## src/rtl/inst_fetch_pkg.sv

```systemverilog
// Shared constants and types for the instruction fetch unit.
package inst_fetch_pkg;

  localparam logic [31:0] RESET_PC_DEFAULT = 32'hBFC0_0000;
  localparam logic [31:0] PC_INC           = 32'd4;

  typedef enum logic [1:0] {
    ST_REQ  = 2'd0,
    ST_WAIT = 2'd1,
    ST_DROP = 2'd2,
    ST_ERR  = 2'd3
  } fetch_state_e;

  typedef struct packed {
    logic        valid;
    logic        adel;
    logic [31:0] pc;
    logic [31:0] word;
  } slot_t;

  function automatic logic misaligned(input logic [31:0] addr);
    return addr[1:0] != 2'b00;
  endfunction

endpackage

```

## src/rtl/inst_fetch_if.sv

```systemverilog
// Fetch-unit bus: decode-side slot, instruction-memory handshake and redirect port.
interface inst_fetch_if;
  logic        stall;
  logic        redirect;
  logic [31:0] redirect_pc;
  logic        imem_req;
  logic [31:0] imem_addr;
  logic        imem_gnt;
  logic        imem_rvalid;
  logic [31:0] imem_rdata;
  logic        inst_valid;
  logic [31:0] inst;
  logic [31:0] inst_pc;
  logic        inst_adel;
  logic [5:0]  op;
  logic [4:0]  rt;
  logic [5:0]  funct;

  modport master (
    input  stall, redirect, redirect_pc, imem_gnt, imem_rvalid, imem_rdata,
    output imem_req, imem_addr, inst_valid, inst, inst_pc, inst_adel, op, rt, funct
  );

  modport slave (
    output stall, redirect, redirect_pc, imem_gnt, imem_rvalid, imem_rdata,
    input  imem_req, imem_addr, inst_valid, inst, inst_pc, inst_adel, op, rt, funct
  );
endinterface

```

## src/rtl/inst_fetch.sv

```systemverilog
// Instruction fetch: owns the PC, issues single-outstanding reads and holds
// the returned word in a one-entry slot until decode consumes it.
module inst_fetch
  import inst_fetch_pkg::*;
#(
  parameter logic [31:0] RESET_PC = RESET_PC_DEFAULT
) (
  input  logic         clk,
  input  logic         rst,
  inst_fetch_if.master bus
);

  fetch_state_e state_q;
  logic [31:0]  pc_q;
  slot_t        slot_q;

  logic consume;
  logic slot_free;
  logic can_leave_req;
  logic adel_take;
  logic issue;

  assign consume   = slot_q.valid & ~bus.stall;
  assign slot_free = ~slot_q.valid | ~bus.stall;

  // A misaligned PC turns the would-be request into an address-error marker.
  assign can_leave_req = (state_q == ST_REQ) & slot_free & ~bus.redirect & ~rst;
  assign adel_take     = can_leave_req & misaligned(pc_q);
  assign bus.imem_req  = can_leave_req & ~misaligned(pc_q);
  assign bus.imem_addr = pc_q;
  assign issue         = bus.imem_req & bus.imem_gnt;

  assign bus.inst_valid = slot_q.valid;
  assign bus.inst       = slot_q.word;
  assign bus.inst_pc    = slot_q.pc;
  assign bus.inst_adel  = slot_q.adel;
  assign bus.op         = slot_q.word[31:26];
  assign bus.rt         = slot_q.word[20:16];
  assign bus.funct      = slot_q.word[5:0];

  // NOTE: non-blocking assignments only; later assignments in this block
  // deliberately override earlier ones (slot load beats consume, redirect beats all).
  always_ff @(posedge clk) begin
    if (rst) begin
      state_q <= ST_REQ;
      pc_q    <= RESET_PC;
      slot_q  <= '0;
    end else begin
      if (consume) begin
        slot_q.valid <= 1'b0;
      end
      if (bus.redirect) begin
        pc_q         <= bus.redirect_pc;
        slot_q.valid <= 1'b0;
        // An outstanding read that completes on the redirect edge needs no drop phase.
        case (state_q)
          ST_WAIT, ST_DROP: state_q <= bus.imem_rvalid ? ST_REQ : ST_DROP;
          default:          state_q <= ST_REQ;
        endcase
      end else begin
        case (state_q)
          ST_REQ: begin
            if (adel_take) begin
              slot_q  <= '{valid: 1'b1, adel: 1'b1, pc: pc_q, word: 32'd0};
              state_q <= ST_ERR;
            end else if (issue) begin
              state_q <= ST_WAIT;
            end
          end
          ST_WAIT: begin
            if (bus.imem_rvalid) begin
              slot_q  <= '{valid: 1'b1, adel: 1'b0, pc: pc_q, word: bus.imem_rdata};
              pc_q    <= pc_q + PC_INC;
              state_q <= ST_REQ;
            end
          end
          ST_DROP: begin
            if (bus.imem_rvalid) begin
              state_q <= ST_REQ;
            end
          end
          default: begin
            state_q <= ST_ERR;
          end
        endcase
      end
    end
  end

endmodule
```

## src/flat_wrapper.sv

```systemverilog
// flat-port wrapper written by rule: the top's interface ports become plain ports
module inst_fetch_flat import inst_fetch_pkg::*;
#(
  parameter logic [31:0] RESET_PC = RESET_PC_DEFAULT
)
  (clk, rst, bus_stall, bus_redirect, bus_redirect_pc, bus_imem_gnt, bus_imem_rvalid, bus_imem_rdata, bus_imem_req, bus_imem_addr, bus_inst_valid, bus_inst, bus_inst_pc, bus_inst_adel, bus_op, bus_rt, bus_funct);
  inst_fetch_if bus_i ();
  input  logic clk;
  input  logic rst;
  input wire logic [$bits(bus_i.stall)-1:0] bus_stall;
  input wire logic [$bits(bus_i.redirect)-1:0] bus_redirect;
  input wire logic [$bits(bus_i.redirect_pc)-1:0] bus_redirect_pc;
  input wire logic [$bits(bus_i.imem_gnt)-1:0] bus_imem_gnt;
  input wire logic [$bits(bus_i.imem_rvalid)-1:0] bus_imem_rvalid;
  input wire logic [$bits(bus_i.imem_rdata)-1:0] bus_imem_rdata;
  output wire logic [$bits(bus_i.imem_req)-1:0] bus_imem_req;
  output wire logic [$bits(bus_i.imem_addr)-1:0] bus_imem_addr;
  output wire logic [$bits(bus_i.inst_valid)-1:0] bus_inst_valid;
  output wire logic [$bits(bus_i.inst)-1:0] bus_inst;
  output wire logic [$bits(bus_i.inst_pc)-1:0] bus_inst_pc;
  output wire logic [$bits(bus_i.inst_adel)-1:0] bus_inst_adel;
  output wire logic [$bits(bus_i.op)-1:0] bus_op;
  output wire logic [$bits(bus_i.rt)-1:0] bus_rt;
  output wire logic [$bits(bus_i.funct)-1:0] bus_funct;
  assign bus_i.stall = bus_stall;
  assign bus_i.redirect = bus_redirect;
  assign bus_i.redirect_pc = bus_redirect_pc;
  assign bus_i.imem_gnt = bus_imem_gnt;
  assign bus_i.imem_rvalid = bus_imem_rvalid;
  assign bus_i.imem_rdata = bus_imem_rdata;
  assign bus_imem_req = bus_i.imem_req;
  assign bus_imem_addr = bus_i.imem_addr;
  assign bus_inst_valid = bus_i.inst_valid;
  assign bus_inst = bus_i.inst;
  assign bus_inst_pc = bus_i.inst_pc;
  assign bus_inst_adel = bus_i.inst_adel;
  assign bus_op = bus_i.op;
  assign bus_rt = bus_i.rt;
  assign bus_funct = bus_i.funct;
  inst_fetch #(.RESET_PC(RESET_PC)) u_core (.clk(clk), .rst(rst), .bus(bus_i));
endmodule
```

## config.mk

```make
export PLATFORM = sky130hd
export DESIGN_NAME = inst_fetch_flat
export DESIGN_NICKNAME = d
export VERILOG_FILES = /design/src/rtl/inst_fetch_pkg.sv /design/src/rtl/inst_fetch_if.sv /design/src/rtl/inst_fetch.sv /design/src/flat_wrapper.sv
export SDC_FILE = /design/constraint.sdc
export NUM_CORES = 1
export LEC_CHECK = 0
export BUFFER_PORTS_ARGS = -buffer_cell sky130_fd_sc_hd__buf_2
export CAP_MARGIN = 40
export CORE_ASPECT_RATIO = 1.25
export CORE_MARGIN = 2
export CORE_UTILIZATION = 49
export CTS_CLUSTER_SIZE = 10
export DETAILED_ROUTE_END_ITERATION = 7
export GPL_TIMING_DRIVEN = 0
export PLACE_DENSITY = 0.83
export SYNTH_ARGS = -nofsm -noshare
export SYNTH_HDL_FRONTEND = slang
export SYNTH_SLANG_ARGS = --single-unit
```

## constraint.sdc

```tcl
create_clock -name clk -period 2.55 [get_ports clk]
set_input_delay 0.3825 -clock clk [delete_from_list [all_inputs] [get_ports clk]]
set_output_delay 0.3825 -clock clk [all_outputs]
set_load 0.005 [all_outputs]
```

-- Yosys cells after proc, flatten, opt, wreduce, memory -nomap -nowiden
Index checks and enable logic that the tools add are counted.
- bits of input ports: 70
- output and inout port bits: 116
- logic and storage cells: 50
- bits in registers: 100
- add/sub/neg operators: 1
- reduce and logical (&&, ||, !) cells: 10
- muxes and demuxes: 14
- equal/unequal tests: 6
- bitwise operators: 13
- operators with widths (cell ; count):
    $mux 66 ; 2
    $pmux 66 s2 ; 1
    $mux 32 ; 3
    $add 32x3->32 const B ; 1
    $mux 2 ; 6
    $reduce_bool 2->1 ; 4
    $and 1x1->1 ; 7
    $not 1->1 ; 5
    $ne 4x2->1 const B ; 1
    $pmux 2 s2 ; 1
    $reduce_and 2->1 ; 2
    $reduce_and 4->1 ; 1
    $reduce_or 2->1 ; 2
    $ne 3x1->1 const B ; 1
    $eq 2x1->1 const B ; 1
    $eq 2x2->1 const B ; 1
    $logic_not 2->1 ; 1
    $ne 2x1->1 const B ; 1
    $ne 2x2->1 const B ; 1
    $mux 1 ; 1
    $or 1x1->1 ; 1

-- Depth between registers and ports, before layout
Gate-level depths: netlist of the first run.
- word-level depth: 11
- depth in mapped cells: 8
- mapped depth without buffers: 6

-- Least setup slack after synthesis of the first run
No wires, ideal clock.
- path type: input -> register
- start point: input port bus_stall
- end point: register u_core.slot_q (netlist bit u_core.bus.inst[13])
- setup time: 0.132 ns
- path buffers: 3
- slack: 0.633 ns
- cell stages on the path: 7
- arrival time: 1.785 ns
- data required time: 2.418 ns
- path through: and2_1 -> clkbuf_1 -> or4_1 -> clkbuf_1 -> buf_1 -> o211ai_1 -> a21oi_1
- word-level cells in the longest chain between the ends: 8
- RTL lines (what ; RTL line ; source):
    start: declaration ; flat_wrapper.sv:10 ; input wire logic [$bits(bus_i.stall)-1:0] bus_stall;
    $not 1->1 ; inst_fetch.sv:24 ; assign slot_free = ~slot_q.valid | ~bus.stall;
    $or 1x1->1 ; inst_fetch.sv:24 ;
    $and 1x1->1 (3 in series) ; inst_fetch.sv:27 ; assign can_leave_req = (state_q == ST_REQ) & slot_free & ~bus.redirect & ~rst;
    $and 1x1->1 ; inst_fetch.sv:28 ; assign adel_take = can_leave_req & misaligned(pc_q);
    $ne 2x1->1 (no line) ; n/a ;
    $reduce_and 4->1 (no line) ; n/a ;
    end signal: assignment ; inst_fetch.sv:64 ; slot_q <= '{valid: 1'b1, adel: 1'b1, pc: pc_q, word: 32'd0};
    end signal: assignment ; inst_fetch.sv:72 ; slot_q <= '{valid: 1'b1, adel: 1'b0, pc: pc_q, word: bus.imem_rdata};
    end: declaration ; inst_fetch.sv:15 ; slot_t slot_q;
Every way passes these cells.
A chain may end at the register's enable or synchronous reset.

-- Final worst setup path of the first run
- start point: register u_core.pc_q[5] (netlist: u_core.bus.imem_addr[5])
- end point: register u_core.pc_q[23] (netlist: u_core.bus.imem_addr[23])
- word-level cells in the longest chain between the ends: 4
- RTL lines (what ; RTL line ; source):
    start: declaration ; inst_fetch.sv:14 ; logic [31:0] pc_q;
    start signal: assignment ; inst_fetch.sv:53 ; pc_q <= bus.redirect_pc;
    start signal: assignment ; inst_fetch.sv:73 ; pc_q <= pc_q + PC_INC;
    $add 32x3->32 ; inst_fetch.sv:73 ;
    $mux 32 ; inst_fetch.sv:71 ; if (bus.imem_rvalid) begin
    $mux 32 ; inst_fetch.sv:61 ; case (state_q)
    $mux 32 ; inst_fetch.sv:52 ; if (bus.redirect) begin
Every way passes these cells. The select of a mux whose other input is x is not followed.

==> metrics.md, run 1 <==
| Metric | Value |
|---|---|
| Outcome | finished clean |
| Post-Syn Nets | 660 |
| # setup viols final | 0 |
| # diodes | 0 |
| Via density | 5.97 |
| CTS buffer count | 9 |
| Antenna violations before repair | 0 |
| Final #Nets | 857 |
| CTS tree | done |
| Synth area leader | dfxtp_1 |
| CTS clk-pin slew, worst paths | 70 ps |
| Ys Warns | 0 |
| Die area | 10700 um2 |
| Total gr overflow | 0 |
| Global-route wire length before repair | 25000 um |
| Register-to-Register Setup Slack | 170 ps |
| Number of routed nets with antenna violations | 0 |
| Starting DRT DRC Count | 465 |
| Die width | 93.1 um |
| Initial Util | 50.3% |
| Hold Vio Cnt, Final | 0 |
| Leak Pwr | 2.50 nW |
| Root Driver | clkbuf_16 |
| IO Pins | 186 |
| Reg2Reg Launch Point | u_core.bus.imem_addr[5] |
| Post-route clock period utilization | 93.5% |
| CP max FO | 10 |
| Fin. max-slew vios | 0 |
| Commonest non-fill, non-tap cell in the layout | buf_2 |
| Drt pass-1 iters | 5 |
| Num Clock Sinks | 100 |
| Clock latency on the worst-skew pair | 350 ps |
| Peak VDD IR | 345 uV |
| Cell Area, Placed | 5950 um2 |
| Port bufs | 185 |
| Design area | 6290 um2 |
| Slew margin rel. | 40.5% |
| EDFF count, synth | 0 |
| RePlAce Congestion | 0.889 |
| Setup_tns | 0 ps |
| Most frequent cells in the layout | buf_2, dfxtp_1, a21oi_1, o211ai_1, nand3_1 |
| #FFs+latches synth | 100 |
| Pin count of the biggest net entering global routing | 16 |
| HP Start | bus_imem_rdata[22] |
| Post-CTS Setup Bufs | 0 |
| Synth Cell Area | 4860 um2 |
| Crit path launch type | register |
| Unrepaired setup endpoints after global routing | no |
| Post-synthesis sequential area ratio | 41.2% |
| P&R area growth vs syn | 29.4% |
| Fin Clk Skew | 6.33 ps |
| CTS Buffer Depth | 2 |
| Chip height | 115 um |
| Fmax | 0.420 GHz |
| Drc violations | 0 |
| Tot GR Track Use | 29.2% |
| Synth unique cells | 45 |
| CORE AREA | 9660 um2 |
| Critical path class | register to register |
| FFs w/ async S/R, synth | 0% |
| Vias | 5466 |
| Number of max-cap violations | 0 |
| Share of post-route cells with drive strength above 1 | 29.4% |
| Hold depth | 3 |
| Wirelength per Cell | 17.4 um |
| HP Class | input pin to register |
| Clock period minus worst slack | 2380 ps |
| CP Capture Type | register |
| Power Density | 592 nW/um2 |
| # rows | 40 |
| Final wirelength | 16000 um |
| Top_reg_cell synth | dfxtp_1 |
| Worst Hold End | u_core.bus.inst[22] |
| H-tree depth | 3 |
| Data required time at the worst endpoint | 2810 ps |
| Detailed Place HPWL | 11800 um |
| Arr. time, crit path | 2640 ps |
| Worst slew pin tran | 885 ps |
| Syn Area/Cell | 8.29 um2 |
| Reg2Reg Capture Point | u_core.bus.imem_addr[23] |
| Reg2Reg Depth | 5 |
| Mapped Cells | 587 |
| Post-synth top area share | 41.2% |
| Top cells by area, synth | dfxtp_1, o211ai_1, a21oi_1, nand3_1, o21ai_0 |
| Vias in the first global route | 5072 |
## metal layers
metal / global-route usage (%) / vias up / wire (um)
li1: - / 2602 / -
met1: 35.5 / 2561 / 6310
met2: 50.7 / 266 / 7940
met3: 5.50 / 37 / 1300
met4: 12.2 / 0 / 414
met5: 0 / - / 0
## state kept, by name, indices dropped and copies added (netlist names)
signal	flops
u_core.state_q	2
u_core.bus.imem_addr	32
u_core.bus.inst	32
u_core.bus.inst_adel	1
u_core.bus.inst_pc	32
u_core.bus.inst_valid	1
## critical path, stage by stage, from the launching register on
cell and delay [ps]:
dfxtp_1 470, nand4_1 220, clkbuf_1 300, nor3_1 790, a2111oi_0 270, a311oi_1 240
## per-stage QoR
step	hold WS, ps	util [%]	power (mW)	setup WS (ps)	std cells
after floorplan	481	-	2.04	633	587
after global placement	472	61.6	2.26	57.8	898
after detailed placement	482	61.6	2.28	-84.7	899
after CTS	287	65.0	3.72	50.6	915
after global routing	296	65.2	3.87	9.29	915
final	284	65.2	3.73	166	915
## Yosys cell counts, types with 2 or more instances
master / instances
o31ai_1: 2
a21oi_1: 68
o211ai_1: 66
xor2_1: 3
buf_4: 17
o31a_1: 2
nor2_1: 34
buf_1: 17
or3_1: 4
inv_1: 11
nor4_1: 11
ha_1: 3
nand2b_1: 4
or4_1: 4
a31o_2: 2
or2_2: 4
and4_1: 6
a221oi_1: 3
a211oi_1: 18
xnor2_1: 9
mux2i_1: 2
nor3_1: 15
nand2_1: 16
a41oi_1: 2
clkbuf_1: 41
and2_1: 2
nand4_1: 6
dfxtp_1: 100
nor3b_1: 7
a2111oi_0: 3
nand3_1: 43
a311oi_1: 10
o21ai_0: 40
## area by class of cell
cell class                 instances  area [um2]
timing repair buffer             186         931
clock buffer                      12         246
fill                             879        3370
inverter                          11        41.3
buffer                            75         350
clock inverter                     4        72.6
multi-input combinational        401        2490
sequential                       100        2000
tap                              126         158
## how the worst max path moves through the flow
stage,startpoint,to,slack [ps],cells after the start
after floorplan,bus_stall,u_core.bus.inst[13],630,7
after global placement,u_core.state_q[1],u_core.bus.inst_adel,60,8
after detailed placement,u_core.state_q[1],u_core.bus.inst[27],-80,8
after CTS,u_core.state_q[1],u_core.bus.inst[27],50,8
after global routing,u_core.bus.imem_addr[5],u_core.bus.imem_addr[15],9,5
final,u_core.bus.imem_addr[5],u_core.bus.imem_addr[23],170,5
## power by group
group / switching [mW] / leakage [nW] / internal (mW) / total (mW)
logic: 0.359 / 1.54 / 0.204 / 0.562
registers: 0.0803 / 0.815 / 1.63 / 1.71
clock network: 0.572 / 0.153 / 0.886 / 1.46
total: 1.01 / 2.50 / 2.71 / 3.73
## what timing repair did
| item | in CTS | in global routing |
|---|---|---|
| hold buffers | 0 | 0 |
| setup endpoints to repair | 40 | 40 |
| resized for setup | 2 | 7 |
## logic make-up after synthesis
family / Yosys count / synth area share, %
flip-flops: 100 / 41.2
AND/OR/NAND/NOR: 161 / 17.9
AO/OA/AOI/OAI: 223 / 29.7
multiplexers: 2 / 0.412
buffers and inverters: 86 / 7.95
XOR/XNOR: 12 / 2.16
adder cells (fa/ha/maj): 3 / 0.772
Note: power is estimated with default switching activity, not from simulation.
==> run 2: changes to the inputs <==
--- a/config.mk
+++ b/config.mk
@@ -14,6 +14,7 @@
 export DETAILED_ROUTE_END_ITERATION = 7
 export GPL_TIMING_DRIVEN = 0
 export PLACE_DENSITY = 0.83
+export SETUP_SLACK_MARGIN = 0.4
 export SYNTH_ARGS = -nofsm -noshare
 export SYNTH_HDL_FRONTEND = slang
 export SYNTH_SLANG_ARGS = --single-unit
==> run 2 against run 1 <==
  * Clock skew decreased by 2.2 ps
  * Combinational power increased by 5.7%
  * Clock power about the same
  * Setup slack improved by 240 ps
  * Critical endpoint is now u_core.bus.imem_addr[26]
  * Largest power group unchanged
==> metrics.md, run 2 (synthesis gave the netlist of run 1 again) <==
| Metric | Value |
|---|---|
| Net Sw Power | 1.03 mW |
| # diodes | 0 |
| Tot GR Track Use | 29.4% |
| Fmax | 0.467 GHz |
| Drt pass-1 iters | 7 |
| Critical path class | register to register |
| Fin Clk Skew | 4.16 ps |
| P&R area growth vs syn | 34.1% |
| # setup viols final | 0 |
| Number of max-cap violations | 0 |
| CTS clk-pin slew, worst paths | 70 ps |
| Detailed Place HPWL | 11800 um |
| HP Class | input pin to register |
| Final non-filler cell total | 927 |
| Share of post-route cells with drive strength above 1 | 35.3% |
| CP Cell Sequence | nand4_2 > or4_1 > or4_1 > a31oi_1 |
| IO Pins | 186 |
| Data required time at the worst endpoint | 2820 ps |
| CORE AREA | 9660 um2 |
| Via density | 6.00 |
| CP Capture Type | register |
| Chip height | 115 um |
| Reg power frac | 45.3% |
| CTS tree | done |
| Clock latency on the worst-skew pair | 340 ps |
| Power Density | 578 nW/um2 |
| Internal power | 2.74 mW |
| Total gr overflow | 0 |
| Part of the power in the clock network | 38.9% |
| Critical Path Slowest Stage Cell | or4_1 |
| Global-route wire length before repair | 25200 um |
| Root Driver | clkbuf_16 |
| Port bufs | 185 |
| Final wirelength | 16400 um |
| Peak VDD IR | 333 uV |
| Sw Share | 27.4% |
| Fin. max-slew vios | 0 |
| Most frequent cells in the layout | buf_2, dfxtp_1, a21oi_1, o211ai_1, nand3_1 |
| Starting DRT DRC Count | 414 |
| Pin count of the biggest net entering global routing | 16 |
| Unrepaired setup endpoints after global routing | no |
| Commonest non-fill, non-tap cell in the layout | buf_2 |
| Clock period minus worst slack | 2140 ps |
| Layout fillers | 831 |
| Initial Util | 50.3% |
| Slew margin rel. | 52.4% |
| Top sig layer | met4 |
| Vias | 5561 |
| Number of routed nets with antenna violations | 0 |
| Dpl cells | 899 |
| H-tree depth | 3 |
| Wirelength per Cell | 17.6 um |
| Drc violations | 0 |
| Metal2 WL | 8170 um |
| Worst slew pin tran | 708 ps |
| CTS Hold Bufs | 0 |
| Vias in the first global route | 5070 |
| Num Clock Sinks | 100 |
| Final Power | 3.77 mW |
| Leak Pwr | 2.69 nW |
| WL met1 | 6450 um |
| CTS buffer count | 9 |
| Die area | 10700 um2 |
| RePlAce Congestion | 0.889 |
| CP max FO | 8 |
| Antenna violations before repair | 0 |
| Die width | 93.1 um |
| Crit path launch type | register |
| Hold Vio Cnt, Final | 0 |
| CP most frequent cell | or4_1 |
| Final #Nets | 869 |
| Post-route clock period utilization | 83.9% |
| CTS Buffer Depth | 2 |
| Metal3 WL | 1390 um |
| Comb pwr share | 15.7% |
| Outcome | finished clean |
| # rows | 40 |
| CP peak stage delay | 590 ps |
| Arr. time, crit path | 2410 ps |
-- run 2: final timing paths --
kind	endpoint	from	slack, ps	cells past startpoint
setup / recovery	u_core.bus.imem_addr[26]	u_core.bus.imem_addr[17]	410	4
hold / removal	u_core.bus.inst[22]	bus_imem_rdata[22]	290	3
setup reg to reg	u_core.bus.imem_addr[26]	u_core.bus.imem_addr[17]	410	4
hold reg to reg	u_core.bus.inst_pc[15]	u_core.bus.inst_pc[15]	490	2
-- run 2: timing repair --
item,4_1_cts,5_1_grt
setup endpoints to repair,72,81
setup buffers,4,8
pin swaps,2,4
gates resized for setup,26,45
-- run 2: metrics by stage --
stage	area (um2)	utilization [%]	hold slack, ps	setup slack, ps	setup TNS (ps)
2_1_floorplan	4860	-	481	633	0
3_3_place_gp	5950	61.6	472	57.8	0
3_5_place_dp	5950	61.6	482	-84.7	-1650
4_1_cts	6380	66.0	287	352	0
5_1_grt	6520	67.5	296	365	0
6_report	6520	67.5	285	410	0
-- run 2: area by class of cell --
cell class | count | area (um2) | share of cell area, %
Multi-Input combinational cell | 401 | 2580 | 39.5
Sequential cell | 100 | 2010 | 30.8
Timing Repair Buffer | 198 | 1020 | 15.7
Buffer | 75 | 397 | 6.08
Clock buffer | 12 | 246 | 3.78
Tap cell | 126 | 158 | 2.42
Clock inverter | 4 | 72.6 | 1.11
Inverter | 11 | 41.3 | 0.633
-- run 2: worst max-delay path: cells and delay by family (launching register included) --
kind	cells	cell delay (ps)
and+or+nand+nor	3	1400
DFF	1	510
AOI/OAI and AO/OA	1	160
-- run 2: layer usage --
layer  GRT usage [%]  up-vias
li1                -     2618
met1            35.9     2596
met2            51.5      312
met3            5.24       35
met4            11.8        0
met5               0        -
-- run 2: power groups by stage --
stage | clock network [mW] | registers (mW) | logic, mW
CTS | 1.47 | 1.70 | 0.568
floorplan | 0 | 1.72 | 0.316
global route | 1.54 | 1.72 | 0.651
global placement | 0 | 1.73 | 0.527
finish | 1.47 | 1.71 | 0.594
detailed placement | 0 | 1.74 | 0.546
==> run 3: changes to the inputs <==
--- a/config.mk
+++ b/config.mk
@@ -9,11 +9,11 @@
 export CAP_MARGIN = 40
 export CORE_ASPECT_RATIO = 1.25
 export CORE_MARGIN = 2
-export CORE_UTILIZATION = 49
+export CORE_UTILIZATION = 45
 export CTS_CLUSTER_SIZE = 10
 export DETAILED_ROUTE_END_ITERATION = 7
 export GPL_TIMING_DRIVEN = 0
-export PLACE_DENSITY = 0.83
+export PLACE_DENSITY = 0.8
 export SETUP_SLACK_MARGIN = 0.4
 export SYNTH_ARGS = -nofsm -noshare
 export SYNTH_HDL_FRONTEND = slang
==> constraint.sdc (replaced) <==
create_clock -name clk -period 1.8 [get_ports clk]
set_input_delay 0.27 -clock clk [delete_from_list [all_inputs] [get_ports clk]]
set_output_delay 0.27 -clock clk [all_outputs]
set_load 0.005 [all_outputs]
==> run 3 against run 2 <==
  * The flow now finishes with violations (negative setup slack)
  * Non-clock buffer count up 34
  * Largest power group unchanged
  * Register-to-register slack lost 560 ps
  * Hold slack got worse by 120 ps
  * Fmax increased by 9.9%
  * Sequential power up 43%
  * Highest routed layer unchanged
  * Wire length up 18%
  * Critical path depth unchanged
  * First-iteration DRC count increased by 3.4%
  * Clock skew up 5.9 ps
  * Clock power grew 33%
  * Critical path type unchanged
  * Via count grew 8.6%
==> metrics.md, run 3 (synthesis gave the netlist of run 1 again) <==
| Metric | Value |
|---|---|
| Final Power | 5.55 mW |
| # rows | 42 |
| Final wirelength | 19400 um |
| Number of max-cap violations | 0 |
| Fin Clk Skew | 10.0 ps |
| Failing checks | negative setup slack |
| Cell Area, Placed | 6250 um2 |
| Reg2Reg Depth | 4 |
| Drt pass-1 iters | 7 |
| Dpl cells | 904 |
| Tot GR Track Use | 30.1% |
| Fin. max-slew vios | 0 |
| CTS tree | done |
| Unrepaired setup endpoints after global routing | yes |
| Drc violations | 0 |
| Leak Pwr | 3.26 nW |
| Num Clock Sinks | 100 |
| Chip height | 120 um |
| Clock latency on the worst-skew pair | 350 ps |
| Reg2Reg Capture Point | u_core.bus.imem_addr[26] |
| Slew margin rel. | 61.4% |
| Hold depth | 3 |
| Vias | 6037 |
| # setup viols final | 63 |
| CTS clk-pin slew, worst paths | 70 ps |
| Die area | 11700 um2 |
| CP Cell Sequence | nand4_4 > or4_1 > or4_1 > a31oi_1 |
| P&R area growth vs syn | 58.0% |
| Worst Hold End | u_core.bus.imem_addr[1] |
| Final non-filler cell total | 967 |
| Most frequent cells in the layout | buf_2, dfxtp_1, a21oi_1, o211ai_1, buf_4 |
| Initial Util | 46.0% |
| Critical path class | register to register |
| Via density | 6.24 |
| Die width | 97.0 um |
| Global-route wire length before repair | 28600 um |
| Register-to-Register Setup Slack | -150 ps |
| Wirelength per Cell | 20.0 um |
| Setup ws final | -147 ps |
| CP most frequent cell | or4_1 |
| CP max FO | 8 |
| Data required time at the worst endpoint | 2070 ps |
| Vias in the first global route | 5665 |
| Power Density | 723 nW/um2 |
| Outcome | finished, violations left |
| HP Start | bus_redirect_pc[1] |
| Worst slew pin tran | 579 ps |
| Port bufs | 185 |
| CORE AREA | 10600 um2 |
| RePlAce Congestion | 0.921 |
| Fmax | 0.514 GHz |
| Commonest non-fill, non-tap cell in the layout | buf_2 |
| Number of routed nets with antenna violations | 0 |
| IO Pins | 186 |
| Root Driver | clkbuf_16 |
| CP Capture Type | register |
| Starting DRT DRC Count | 428 |
| Detailed Place HPWL | 12500 um |
| Peak VDD IR | 452 uV |
| Share of post-route cells with drive strength above 1 | 49.6% |
| Critical Path Slowest Stage Cell | or4_1 |
| Design area | 7680 um2 |
| # diodes | 0 |
| Setup_tns | -3670 ps |
| CTS Hold Bufs | 0 |
| Hold Vio Cnt, Final | 0 |
| CTS buffer count | 9 |
| Crit path launch type | register |
| Pin count of the biggest net entering global routing | 17 |
| CTS Buffer Depth | 2 |
| CP peak stage delay | 580 ps |
| Antenna violations before repair | 0 |
| Arr. time, crit path | 2220 ps |
| Reg2Reg Launch Point | u_core.bus.imem_addr[19] |
| Final #Nets | 903 |
| Total gr overflow | 0 |
| H-tree depth | 3 |
| HP Class | input pin to register |
| Clock period minus worst slack | 1950 ps |
| Post-route clock period utilization | 108% |
## run 3: metrics by stage
step,worst slack [ps],utilization [%],hold WS (ps)
finish,-147,72.7,163
global route,-179,72.7,182
CTS,-46.4,68.4,164
detailed placement,-378,59.1,477
global placement,-306,59.1,472
floorplan,105,-,417
## run 3: worst max-delay path, delay by kind of cell (launching register included)
family           cells  cell delay (ps)
AO/OA/AOI/OAI        1              140
flip-flops           1              480
AND/OR/NAND/NOR      3             1260
## run 3: final cells by class
class | count | area, um2
Multi-Input combinational cell | 401 | 3070
Fill cell | 781 | 2880
Sequential cell | 100 | 2070
Timing Repair Buffer | 232 | 1470
Buffer | 75 | 573
Clock buffer | 10 | 229
Tap cell | 132 | 165
Clock inverter | 6 | 63.8
Inverter | 11 | 43.8
## run 3: what timing repair did
item                                    in CTS  in global routing
gates resized for setup                    102                 65
cloned                                       2                  6
endpoints found under the setup margin     100                 99
hold endpoints to repair                     0                  0
setup buffers                               24                 15
pin swaps                                   54                 34
## run 3: layer usage
| layer | wire (um) | up-vias | global-route usage [%] |
|---|---|---|---|
| li1 | - | 2711 | - |
| met1 | 7030 | 2846 | 34.2 |
| met2 | 9810 | 396 | 53.5 |
| met3 | 1690 | 84 | 6.30 |
| met4 | 837 | 0 | 15.2 |
| met5 | 0 | - | 0 |
## run 3: worst max-delay path by stage
stage / from / endpoint / cells after the start
6_report: u_core.bus.imem_addr[19] / u_core.bus.imem_addr[26] / 4
4_1_cts: u_core.state_q[1] / u_core.bus.inst_pc[8] / 8
3_3_place_gp: u_core.state_q[1] / u_core.bus.inst_adel / 8
3_5_place_dp: u_core.state_q[1] / u_core.bus.inst_adel / 8
2_1_floorplan: u_core.bus.imem_addr[10] / u_core.bus.imem_addr[19] / 4
5_1_grt: u_core.bus.imem_addr[19] / u_core.bus.imem_addr[26] / 4
## run 3: report_power, final
group | switching, mW | total (mW) | internal, mW
Sequential | 0.137 | 2.44 | 2.30
Clock | 0.872 | 1.95 | 1.08
Combinational | 0.650 | 1.16 | 0.510
